==> src/rtl/mux_pkg.sv <==
// mux_pkg: shared constants/helpers for the N:1 round-robin buffered mux.
// Holds the lane-index width function, lane ceiling and data reset value.
package mux_pkg;

    localparam int NUM_LANES_MAX = 16;

    // replicated to DATA_W wherever a data register is cleared
    localparam bit DATA_RST = 1'b0;

    // lane index width, never narrower than one bit
    function automatic int lane_w(input int n);
        int w;
        w = $clog2(n);
        return (w < 1) ? 1 : w;
    endfunction

endpackage

==> src/rtl/mux_nto1_rr_buf_if.sv <==
// mux_nto1_rr_buf_if: lane-side and output-side ready/valid bundle.
// Ports: valid_in/data_in/ready_out per lane; valid_out/data_out/lane_out/ready_in.
// slave = mux side, master = source/sink side.
interface mux_nto1_rr_buf_if #(
    parameter int NUM_LANES = 4,
    parameter int DATA_W    = 8
);
    import mux_pkg::*;

    localparam int LANE_W = lane_w(NUM_LANES);

    logic [NUM_LANES-1:0]        valid_in;
    logic [NUM_LANES*DATA_W-1:0] data_in;
    logic [NUM_LANES-1:0]        ready_out;
    logic                        valid_out;
    logic [DATA_W-1:0]           data_out;
    logic [LANE_W-1:0]           lane_out;
    logic                        ready_in;

    modport slave (
        input  valid_in,
        input  data_in,
        output ready_out,
        output valid_out,
        output data_out,
        output lane_out,
        input  ready_in
    );

    modport master (
        output valid_in,
        output data_in,
        input  ready_out,
        input  valid_out,
        input  data_out,
        input  lane_out,
        output ready_in
    );

endinterface

==> src/rtl/mux_lane_buf.sv <==
// mux_lane_buf: one-entry holding buffer for a single mux lane.
// Ports: clk, reset (async high), push, pop, din -> full, dout.
module mux_lane_buf
    import mux_pkg::*;
#(
    parameter int DATA_W = 8
) (
    input  logic              clk,
    input  logic              reset,
    input  logic              push,
    input  logic              pop,
    input  logic [DATA_W-1:0] din,
    output logic              full,
    output logic [DATA_W-1:0] dout
);

    logic              full_q;
    logic              full_d;
    logic [DATA_W-1:0] data_q;
    logic [DATA_W-1:0] data_d;

    // push wins over pop: a simultaneous drain and refill stays full
    always_comb begin
        full_d = full_q;
        data_d = data_q;
        if (push) begin
            full_d = 1'b1;
            data_d = din;
        end else if (pop) begin
            full_d = 1'b0;
        end
    end

    always_ff @(posedge clk or posedge reset) begin
        if (reset) begin
            full_q <= 1'b0;
            data_q <= {DATA_W{DATA_RST}};
        end else begin
            full_q <= full_d;
            data_q <= data_d;
        end
    end

    assign full = full_q;
    assign dout = data_q;

endmodule

==> src/rtl/mux_nto1_rr_buf.sv <==
// mux_nto1_rr_buf: NUM_LANES buffered ready/valid lanes merged into one
// registered output. Ports: clk, reset (async high), bus (slave modport).
// MUX_SKIP_EMPTY_EN: work-conserving round robin; else fixed TDM slots.
module mux_nto1_rr_buf
    import mux_pkg::*;
#(
    parameter int NUM_LANES = 4,
    parameter int DATA_W    = 8
) (
    input logic               clk,
    input logic               reset,
    mux_nto1_rr_buf_if.slave  bus
);

    localparam int LANE_W = lane_w(NUM_LANES);

    if (NUM_LANES < 2 || NUM_LANES > NUM_LANES_MAX) begin : g_bad_lanes
        $error("mux_nto1_rr_buf: NUM_LANES out of range");
    end

    if ($bits(bus.data_out) != DATA_W) begin : g_bad_width
        $error("mux_nto1_rr_buf: interface DATA_W mismatch");
    end

    logic [NUM_LANES-1:0] full;
    logic [NUM_LANES-1:0] drain;
    logic [NUM_LANES-1:0] push;
    logic [NUM_LANES-1:0] rdy;
    logic [DATA_W-1:0]    buf_data [NUM_LANES];

    logic [LANE_W-1:0]    ptr_q;
    logic [LANE_W-1:0]    ptr_d;
    logic                 valid_out_q;
    logic                 valid_out_d;
    logic [DATA_W-1:0]    data_out_q;
    logic [DATA_W-1:0]    data_out_d;
    logic [LANE_W-1:0]    lane_out_q;
    logic [LANE_W-1:0]    lane_out_d;

    logic                 slot_free;
    logic                 hit;
    logic [LANE_W-1:0]    win;

    // modular increment that never leaves 0..NUM_LANES-1
    function automatic logic [LANE_W-1:0] inc_lane(
        input logic [LANE_W-1:0] l
    );
        return (int'(l) == NUM_LANES - 1) ? '0 : l + 1'b1;
    endfunction

    // ready looks through a same-cycle drain, so it depends on ready_in
    assign rdy  = reset ? '0 : (~full | drain);
    assign push = bus.valid_in & rdy;

    for (genvar i = 0; i < NUM_LANES; i++) begin : g_lane
        mux_lane_buf #(
            .DATA_W (DATA_W)
        ) u_buf (
            .clk   (clk),
            .reset (reset),
            .push  (push[i]),
            .pop   (drain[i]),
            .din   (bus.data_in[i*DATA_W +: DATA_W]),
            .full  (full[i]),
            .dout  (buf_data[i])
        );
    end

    assign slot_free = !valid_out_q || bus.ready_in;

`ifdef MUX_SKIP_EMPTY_EN
    logic [LANE_W-1:0] cand;

    // first full lane at or after ptr, wrapping once around
    always_comb begin
        hit  = 1'b0;
        win  = ptr_q;
        cand = ptr_q;
        for (int k = 0; k < NUM_LANES; k++) begin
            if (!hit && full[cand]) begin
                hit = 1'b1;
                win = cand;
            end
            cand = inc_lane(cand);
        end
    end
`else
    // fixed slot: only the lane under ptr may be served
    always_comb begin
        hit = full[ptr_q];
        win = ptr_q;
    end
`endif

    always_comb begin
        ptr_d       = ptr_q;
        valid_out_d = valid_out_q;
        data_out_d  = data_out_q;
        lane_out_d  = lane_out_q;
        drain       = '0;
        if (slot_free) begin
            valid_out_d = hit;
            if (hit) begin
                drain[win] = 1'b1;
                data_out_d = buf_data[win];
                lane_out_d = win;
            end
`ifdef MUX_SKIP_EMPTY_EN
            if (hit) begin
                ptr_d = inc_lane(win);
            end
`else
            ptr_d = inc_lane(ptr_q);
`endif
        end
    end

    always_ff @(posedge clk or posedge reset) begin
        if (reset) begin
            ptr_q       <= '0;
            valid_out_q <= 1'b0;
            data_out_q  <= {DATA_W{DATA_RST}};
            lane_out_q  <= '0;
        end else begin
            ptr_q       <= ptr_d;
            valid_out_q <= valid_out_d;
            data_out_q  <= data_out_d;
            lane_out_q  <= lane_out_d;
        end
    end

    assign bus.ready_out = rdy;
    assign bus.valid_out = valid_out_q;
    assign bus.data_out  = data_out_q;
    assign bus.lane_out  = lane_out_q;

endmodule

==> src/flat_wrapper.sv <==
// flat-port wrapper written by rule: the top's interface ports become plain ports
module mux_nto1_rr_buf_flat import mux_pkg::*;
#(
    parameter int NUM_LANES = 4,
    parameter int DATA_W    = 8
)
  (clk, reset, bus_valid_in, bus_data_in, bus_ready_out, bus_valid_out, bus_data_out, bus_lane_out, bus_ready_in);
  mux_nto1_rr_buf_if #(.NUM_LANES(NUM_LANES), .DATA_W(DATA_W)) bus_i ();
  input logic clk;
  input logic reset;
  input wire logic [$bits(bus_i.valid_in)-1:0] bus_valid_in;
  input wire logic [$bits(bus_i.data_in)-1:0] bus_data_in;
  output wire logic [$bits(bus_i.ready_out)-1:0] bus_ready_out;
  output wire logic [$bits(bus_i.valid_out)-1:0] bus_valid_out;
  output wire logic [$bits(bus_i.data_out)-1:0] bus_data_out;
  output wire logic [$bits(bus_i.lane_out)-1:0] bus_lane_out;
  input wire logic [$bits(bus_i.ready_in)-1:0] bus_ready_in;
  assign bus_i.valid_in = bus_valid_in;
  assign bus_i.data_in = bus_data_in;
  assign bus_ready_out = bus_i.ready_out;
  assign bus_valid_out = bus_i.valid_out;
  assign bus_data_out = bus_i.data_out;
  assign bus_lane_out = bus_i.lane_out;
  assign bus_i.ready_in = bus_ready_in;
  mux_nto1_rr_buf #(.NUM_LANES(NUM_LANES), .DATA_W(DATA_W)) u_core (.clk(clk), .reset(reset), .bus(bus_i));
endmodule
==> config.mk <==
export PLATFORM = sky130hd
export DESIGN_NAME = mux_nto1_rr_buf_flat
export DESIGN_NICKNAME = d
export VERILOG_FILES = /design/src/rtl/mux_pkg.sv /design/src/rtl/mux_nto1_rr_buf_if.sv /design/src/rtl/mux_lane_buf.sv /design/src/rtl/mux_nto1_rr_buf.sv /design/src/flat_wrapper.sv
export SDC_FILE = /design/constraint.sdc
export NUM_CORES = 1
export LEC_CHECK = 0
export ABC_AREA = 1
export BUFFER_PORTS_ARGS = -buffer_cell sky130_fd_sc_hd__buf_2
export CAP_MARGIN = 5
export CORE_MARGIN = 2
export CORE_UTILIZATION = 40
export CTS_CLUSTER_DIAMETER = 100
export DETAILED_ROUTE_END_ITERATION = 7
export MAX_ROUTING_LAYER = met4
export PLACE_DENSITY = 0.72
export REMOVE_ABC_BUFFERS = 1
export SLEW_MARGIN = 20
export SYNTH_ARGS = -nofsm -noshare
export SYNTH_HDL_FRONTEND = slang
export SYNTH_SLANG_ARGS = --single-unit
==> constraint.sdc <==
create_clock -name clk -period 4.18 [get_ports clk]
set_input_delay 0.209 -clock clk [delete_from_list [all_inputs] [get_ports clk]]
set_output_delay 0.209 -clock clk [all_outputs]
set_load 0.01 [all_outputs]
# ---- Word level (Yosys, flattened, before mapping)
# Index checks and enable logic that the tools add are counted.
dict set report word_totals {
  ff_bits 49
  latchBits 0
  ram_bits 0
  romBits 0
  out_inout_bits 15
  wordCells 48
  memories 0
}
dict set report op_classes {
  addsub 1
  n_mul 0
  n_div 0
  n_lt_le_gt_ge 3
  n_eq_ne 1
  n_shift 0
  muxes 19
  bitwise_logic 4
  n_reduce_logical 8
}
# cell n
set op_table {}
lappend op_table {{8-bit binary-select mux with 2-bit select} 1}
lappend op_table {{8-bit two-way mux} 2}
lappend op_table {{4-bit two-way mux} 3}
lappend op_table {{1-bit two-way mux} 10}
lappend op_table {{2-bit nonzero test} 4}
lappend op_table {{4-bit AND} 1}
lappend op_table {{4-bit inverter} 1}
lappend op_table {{4-bit OR} 1}
lappend op_table {{3-bit >= comparator (second input constant)} 1}
lappend op_table {{2-bit by 3-bit < comparator with 1-bit output (second input constant)} 1}
lappend op_table {{2-bit inverter with 3-bit output} 1}
lappend op_table {{2-bit by 1-bit adder with 2-bit output (second input constant)} 1}
lappend op_table {{1-bit binary-select mux with 2-bit select} 1}
lappend op_table {{1-bit demux with 2-bit select} 1}
lappend op_table {{2-bit by 1-bit equality test with 1-bit output (second input constant)} 1}
lappend op_table {{2-bit by 1-bit >= comparator with 1-bit output (second input constant)} 1}
lappend op_table {{2-bit two-way mux} 1}
lappend op_table {{2-bit AND reduction} 1}
lappend op_table {{1-bit logical AND} 1}
lappend op_table {{1-bit zero test} 1}
lappend op_table {{1-bit logical OR} 1}

# ---- Longest topological paths before layout
dict set report logic_depth {
  word_depth 10
  mapped_depth 9
  mapped_depth_nobuf 8
}

# ---- Cells and area by module
# A second synthesis with hierarchy kept.
dict set report hier_totals {
  cells_unflattened 297
  area_unflattened_um2 2377.3
}
# mod n_inst cells_per_inst area_each_um2 seq_area_each_um2
set modules_own_cells {}
lappend modules_own_cells {mux_lane_buf 4 39 345.3 225.2}
lappend modules_own_cells {mux_nto1_rr_buf 1 141 996.0 325.3}

# ---- Worst setup path after synthesis
# No wires, ideal clock.
dict set report synth_timing {
  kind {input to register}
  startpoint {input port reset}
  endpoint {register u_core.g_lane[0].u_buf.data_q[0]}
  setup_ps 76
  arrival_time_ps 2354
  required_ps 4104
  path_slack_ps 1751
  path_stages 4
  cell_sequence {inv_2 clkbuf_1 nand4_1 nand2_1}
}
dict set report synth_via {
  elab_chain_len 2
}
# item line_no
set synth_rtl {}
lappend synth_rtl {{start, declared} flat_wrapper.sv:10} ;# input logic reset;
lappend synth_rtl {{4-bit two-way mux} mux_nto1_rr_buf.sv:52} ;# assign rdy = reset ? '0 : (~full | drain);
lappend synth_rtl {{4-bit AND} mux_nto1_rr_buf.sv:53} ;# assign push = bus.valid_in & rdy;
lappend synth_rtl {{end signal, assigned} mux_lane_buf.sv:37} ;# data_q <= {DATA_W{DATA_RST}};
lappend synth_rtl {{end signal, assigned} mux_lane_buf.sv:40} ;# data_q <= data_d;
lappend synth_rtl {{end, declared} mux_lane_buf.sv:19} ;# logic [DATA_W-1:0] data_q;
# Every way passes these cells.
# A chain may end at the register's enable or synchronous reset.

# ---- Worst setup path after layout
dict set report layout_timing {
  startpoint {register u_core.ptr_q[0]}
  endpoint {output port bus_ready_out[0]}
}
dict set report layout_via {
  elab_chain_len 8
}
# item line_no
set layout_rtl {}
lappend layout_rtl {{start, declared} mux_nto1_rr_buf.sv:31} ;# logic [LANE_W-1:0] ptr_q;
lappend layout_rtl {{start signal, assigned} mux_nto1_rr_buf.sv:125} ;# ptr_q <= ptr_d;
lappend layout_rtl {{2-bit by 3-bit < comparator with 1-bit output (implied by the code) / 2-bit by 1-bit >= comparator with 1-bit output (equally long branches)} mux_nto1_rr_buf.sv:104} ;# drain[win] = 1'b1;
lappend layout_rtl {{1-bit logical AND (implied by the code)} mux_nto1_rr_buf.sv:104}
lappend layout_rtl {{1-bit two-way mux (implied by the code)} mux_nto1_rr_buf.sv:104}
lappend layout_rtl {{1-bit demux with 2-bit select} -}
lappend layout_rtl {{4-bit two-way mux (*)} mux_nto1_rr_buf.sv:103} ;# if (hit) begin
lappend layout_rtl {{4-bit two-way mux (*)} mux_nto1_rr_buf.sv:101} ;# if (slot_free) begin
lappend layout_rtl {{4-bit OR (*)} mux_nto1_rr_buf.sv:52}
lappend layout_rtl {{4-bit two-way mux (*)} mux_nto1_rr_buf.sv:52}
lappend layout_rtl {{end, declared} flat_wrapper.sv:13} ;# output wire logic [$bits(bus_i.ready_out)-1:0] bus_ready_out;
# Every way passes the cells marked *; elsewhere a longest branch is shown, timed or not. The select of a mux whose other input is x is not followed.

==> reports/qor.csv <==
stage,metric,value,unit
status,status,"finished, final reports clean",
grt,initial antenna violation count,0,
detailed_routing,First DRT Iteration DRCs,206,
yosys,synthesized area,0.002375,mm2
floorplan,Die X,81.05,um
yosys,Post-Syn Area per Cell,8.795,um2
detailed_routing,DRC Markers,0,
floorplan,row cnt,28,
timing,Fin. Hold Viols,0,
yosys,Yosys top cell area share,51.63,%
worst_setup_path,worst-path cell chain,inv_1 > nand2_1 > nand3_2 > nand4_2 > a21oi_1 > buf_2,
clock_network,worst skew pair latency,0.30,ns
floorplan,core area,0.005816,mm2
power_and_ir_drop,VDD IR max,0.0002510,V
grt,gr ovfl total,0,
yosys,"area leader, netlist",dfrtp_1,
final_layout,Area Growth Syn to Fin,16.86,%
clock_network,hold buffers post-CTS,0,
final_layout,Finished Layout Cells,392,
yosys,dominant cells by area after synthesis,"dfrtp_1, nand2_1, nand4_1",
power_and_ir_drop,Pleak,1.449,nW
timing,Slew Limit Headroom,53.38,%
worst_setup_path,"slowest stage delay, CP",0.62,ns
yosys,Post-Synth Adder-Cell Area,2.107,%
placed_design,DPL Wire Length,4.279,mm
floorplan,io pins,54,
yosys,Synth Register Bits,49,
clock_network,CTS tree,yes,
clock_network,PostCTS Resize Cnt,0,
timing,fmax,0.3979,GHz
grt,gr usage total,19.86,%
floorplan,Die Span Y,81.05,um
grt,vias in the first global route,1976,
yosys,"Seq/Total Area, Yosys",51.63,%
detailed_routing,First-pass DRT Iterations,4,
placed_design,placer's final routability congestion estimate,0.8712,
final_layout,Post-layout nets,360,
timing,setup TNS,0,ns
yosys,Synth top cells by count,"nand2_1, dfrtp_1, nand4_1, o21ai_0, nor2_1",
worst_setup_path,Crit-path slowest cell,dfrtp_1,
worst_setup_path,CP Launch Type,register,
detailed_routing,WL per Instance,14.41,um
final_layout,number of fill cells in the layout,567,
timing,RSZ-0062 raised after global routing,false,
yosys,synth unique cells,19,
yosys,asr flop ratio synth,100.0,%
power_and_ir_drop,Power Total,2.090,mW
detailed_routing,vias per cell,5.191,
yosys,synthesis warning total,0,
clock_network,clock slew seen by the registers of the worst setup and hold paths,0.09,ns
timing,period utilization,60.13,%
final_layout,post-layout util,47.72,%
clock_network,post-CTS setup buffers,0,
detailed_routing,Post-DRT Antenna Nets,0,
power_and_ir_drop,Pwr Density,753.2,mW/mm2
worst_setup_path,worst path arrival time,2.30,ns
final_layout,diode count,0,
flow_run,maxcap violations,0,
yosys,post-synthesis mux area share,0,%
timing,min Tclk post-route,2.513,ns
detailed_routing,final wirelength,5.650,mm
final_layout,share of cells above drive strength 1,24.61,%
yosys,Mapped Cells,270,
placed_design,DP Cell Count,385,
timing,WHS,0.06029,ns
yosys,Synth Area in Simple Gates,35.56,%
worst_setup_path,crit path max fanout,22,
yosys,compound-cell area share of the yosys netlist,7.165,%
yosys,number of synthesized flops with an enable pin,0,
floorplan,Initial Utilization,40.83,%
grt,first-pass GRT wire length,9.404,mm
yosys,xor/xnor share of the synthesized area,0,%
grt,largest net degree at the start of global routing,52,
placed_design,Port-buffer cells,53,
detailed_routing,DR vias,2035,
yosys,dominant synthesized flop cell,dfrtp_1,
timing,worst-margin pin slew,0.6983,ns
worst_setup_path,WS Path Type,reg -> out,
worst_setup_path,CP required,3.97,ns
clock_network,TritonCTS buffer count,5,
yosys,most frequent cell after synthesis,nand2_1,
clock_network,H-tree levels,2,
worst_hold_path,Hold Path Class,in -> async,
clock_network,CTS Sinks,49,
floorplan,Die Area,0.006569,mm2
yosys,largest family of logic cells by synthesized area,simple AND/OR/NAND/NOR gates,
timing,pins over their slew limit,0,
worst_setup_path,critical path endpoint category,output port,
clock_network,Root Driver,clkbuf_8,
timing,Clock Skews,0.008513,ns
clock_network,clk buf depth,2,
timing,final count of negative-setup-slack endpoints,0,
registers in the layout (all words and copies together) (netlist names):
signal,cells
u_core.g_lane.u_buf.dout,32
u_core.bus.data_out,8
u_core.g_lane.u_buf.full,4
u_core.bus.lane_out,2
u_core.ptr_q,2
u_core.bus.valid_out,1
metrics by stage:
step	worst slack (ns)	instance area [um2]
floorplan	2.347	2310
global placement	2.087	2689
detailed placement	1.959	2689
CTS	1.702	2775
global route	1.505	2775
finish	1.667	2775
routing by layer:
| layer | GRT usage [%] | part of all wire, % | vias to the layer above |
|---|---|---|---|
| li1 | - | - | 1013 |
| met1 | 27.40 | 46 | 950 |
| met2 | 28.43 | 45 | 61 |
| met3 | 4.444 | 7.0 | 11 |
| met4 | 7.966 | 2.3 | 0 |
| met5 | - | 0 | - |
critical path, delay by kind of cell, from the launching register on:
kind	cells	cell delay (ns)
AND/OR/NAND/NOR	3	0.48
AO/OA/AOI/OAI	1	0.22
flip-flops	1	0.62
buffers and inverters	2	0.69
worst paths after layout:
| kind | startpoint | slack, ns | end | cells after the start |
|---|---|---|---|---|
| worst max-delay path | u_core.ptr_q[0]$_DFFE_PP0P_ | 1.67 | bus_ready_out[0] | 6 |
| worst max register to register | u_core.ptr_q[0]$_DFFE_PP0P_ | 1.92 | u_core.bus.data_out[1]$_DFFE_PP0P_ | 7 |
| max in group asynchronous | reset | 3.43 | u_core.g_lane[0].u_buf.dout[0]$_DFFE_PP0P_ | 3 |
| worst min register to register | u_core.g_lane[1].u_buf.dout[6]$_DFFE_PP0P_ | 0.48 | u_core.g_lane[1].u_buf.dout[6]$_DFFE_PP0P_ | 2 |
| worst min-delay path | reset | 0.06 | u_core.bus.data_out[0]$_DFFE_PP0P_ | 2 |
| min in group clk | bus_data_in[30] | 0.15 | u_core.g_lane[3].u_buf.dout[6]$_DFFE_PP0P_ | 3 |
cells in the final DEF (no fill, tap or decap):
cell and instances:
a21oi_1 4, buf_12 1, buf_2 53, clkbuf_1 1
clkbuf_8 6, dfrtp_1 49, ha_1 4, inv_1 3
inv_2 2, nand2_1 101, nand2_2 1, nand2_4 4
nand3_2 3, nand3_4 4, nand4_1 32, nand4_2 4
nor2_1 17, o21ai_0 20, o22ai_1 8
cell type report:
| class | count | area (um2) | share of cell area [%] |
|---|---|---|---|
| Multi-Input combinational cell | 202 | 1065 | 38.37 |
| Inverter | 5 | 18.77 | 0.6763 |
| Clock buffer | 7 | 86.33 | 3.111 |
| Tap cell | 75 | 93.84 | 3.381 |
| Sequential cell | 49 | 1226 | 44.18 |
| Timing Repair Buffer | 54 | 285.3 | 10.28 |
where the power goes:
group	internal (mW)	switching, mW
Combinational	0.320	0.595
Clock	0.131	0.147
Sequential	0.702	0.194
Total	1.15	0.937
kinds of logic (layout without fill, tap and decap cells):
| group | after synthesis | count (layout) |
|---|---|---|
| AO/OA/AOI/OAI | 32 | 32 |
| adder cells (fa/ha/maj) | 4 | 4 |
| buffers and inverters | 19 | 66 |
| flip-flops | 49 | 49 |
| AND/OR/NAND/NOR | 166 | 166 |
Power figures use the tool's default switching activity.
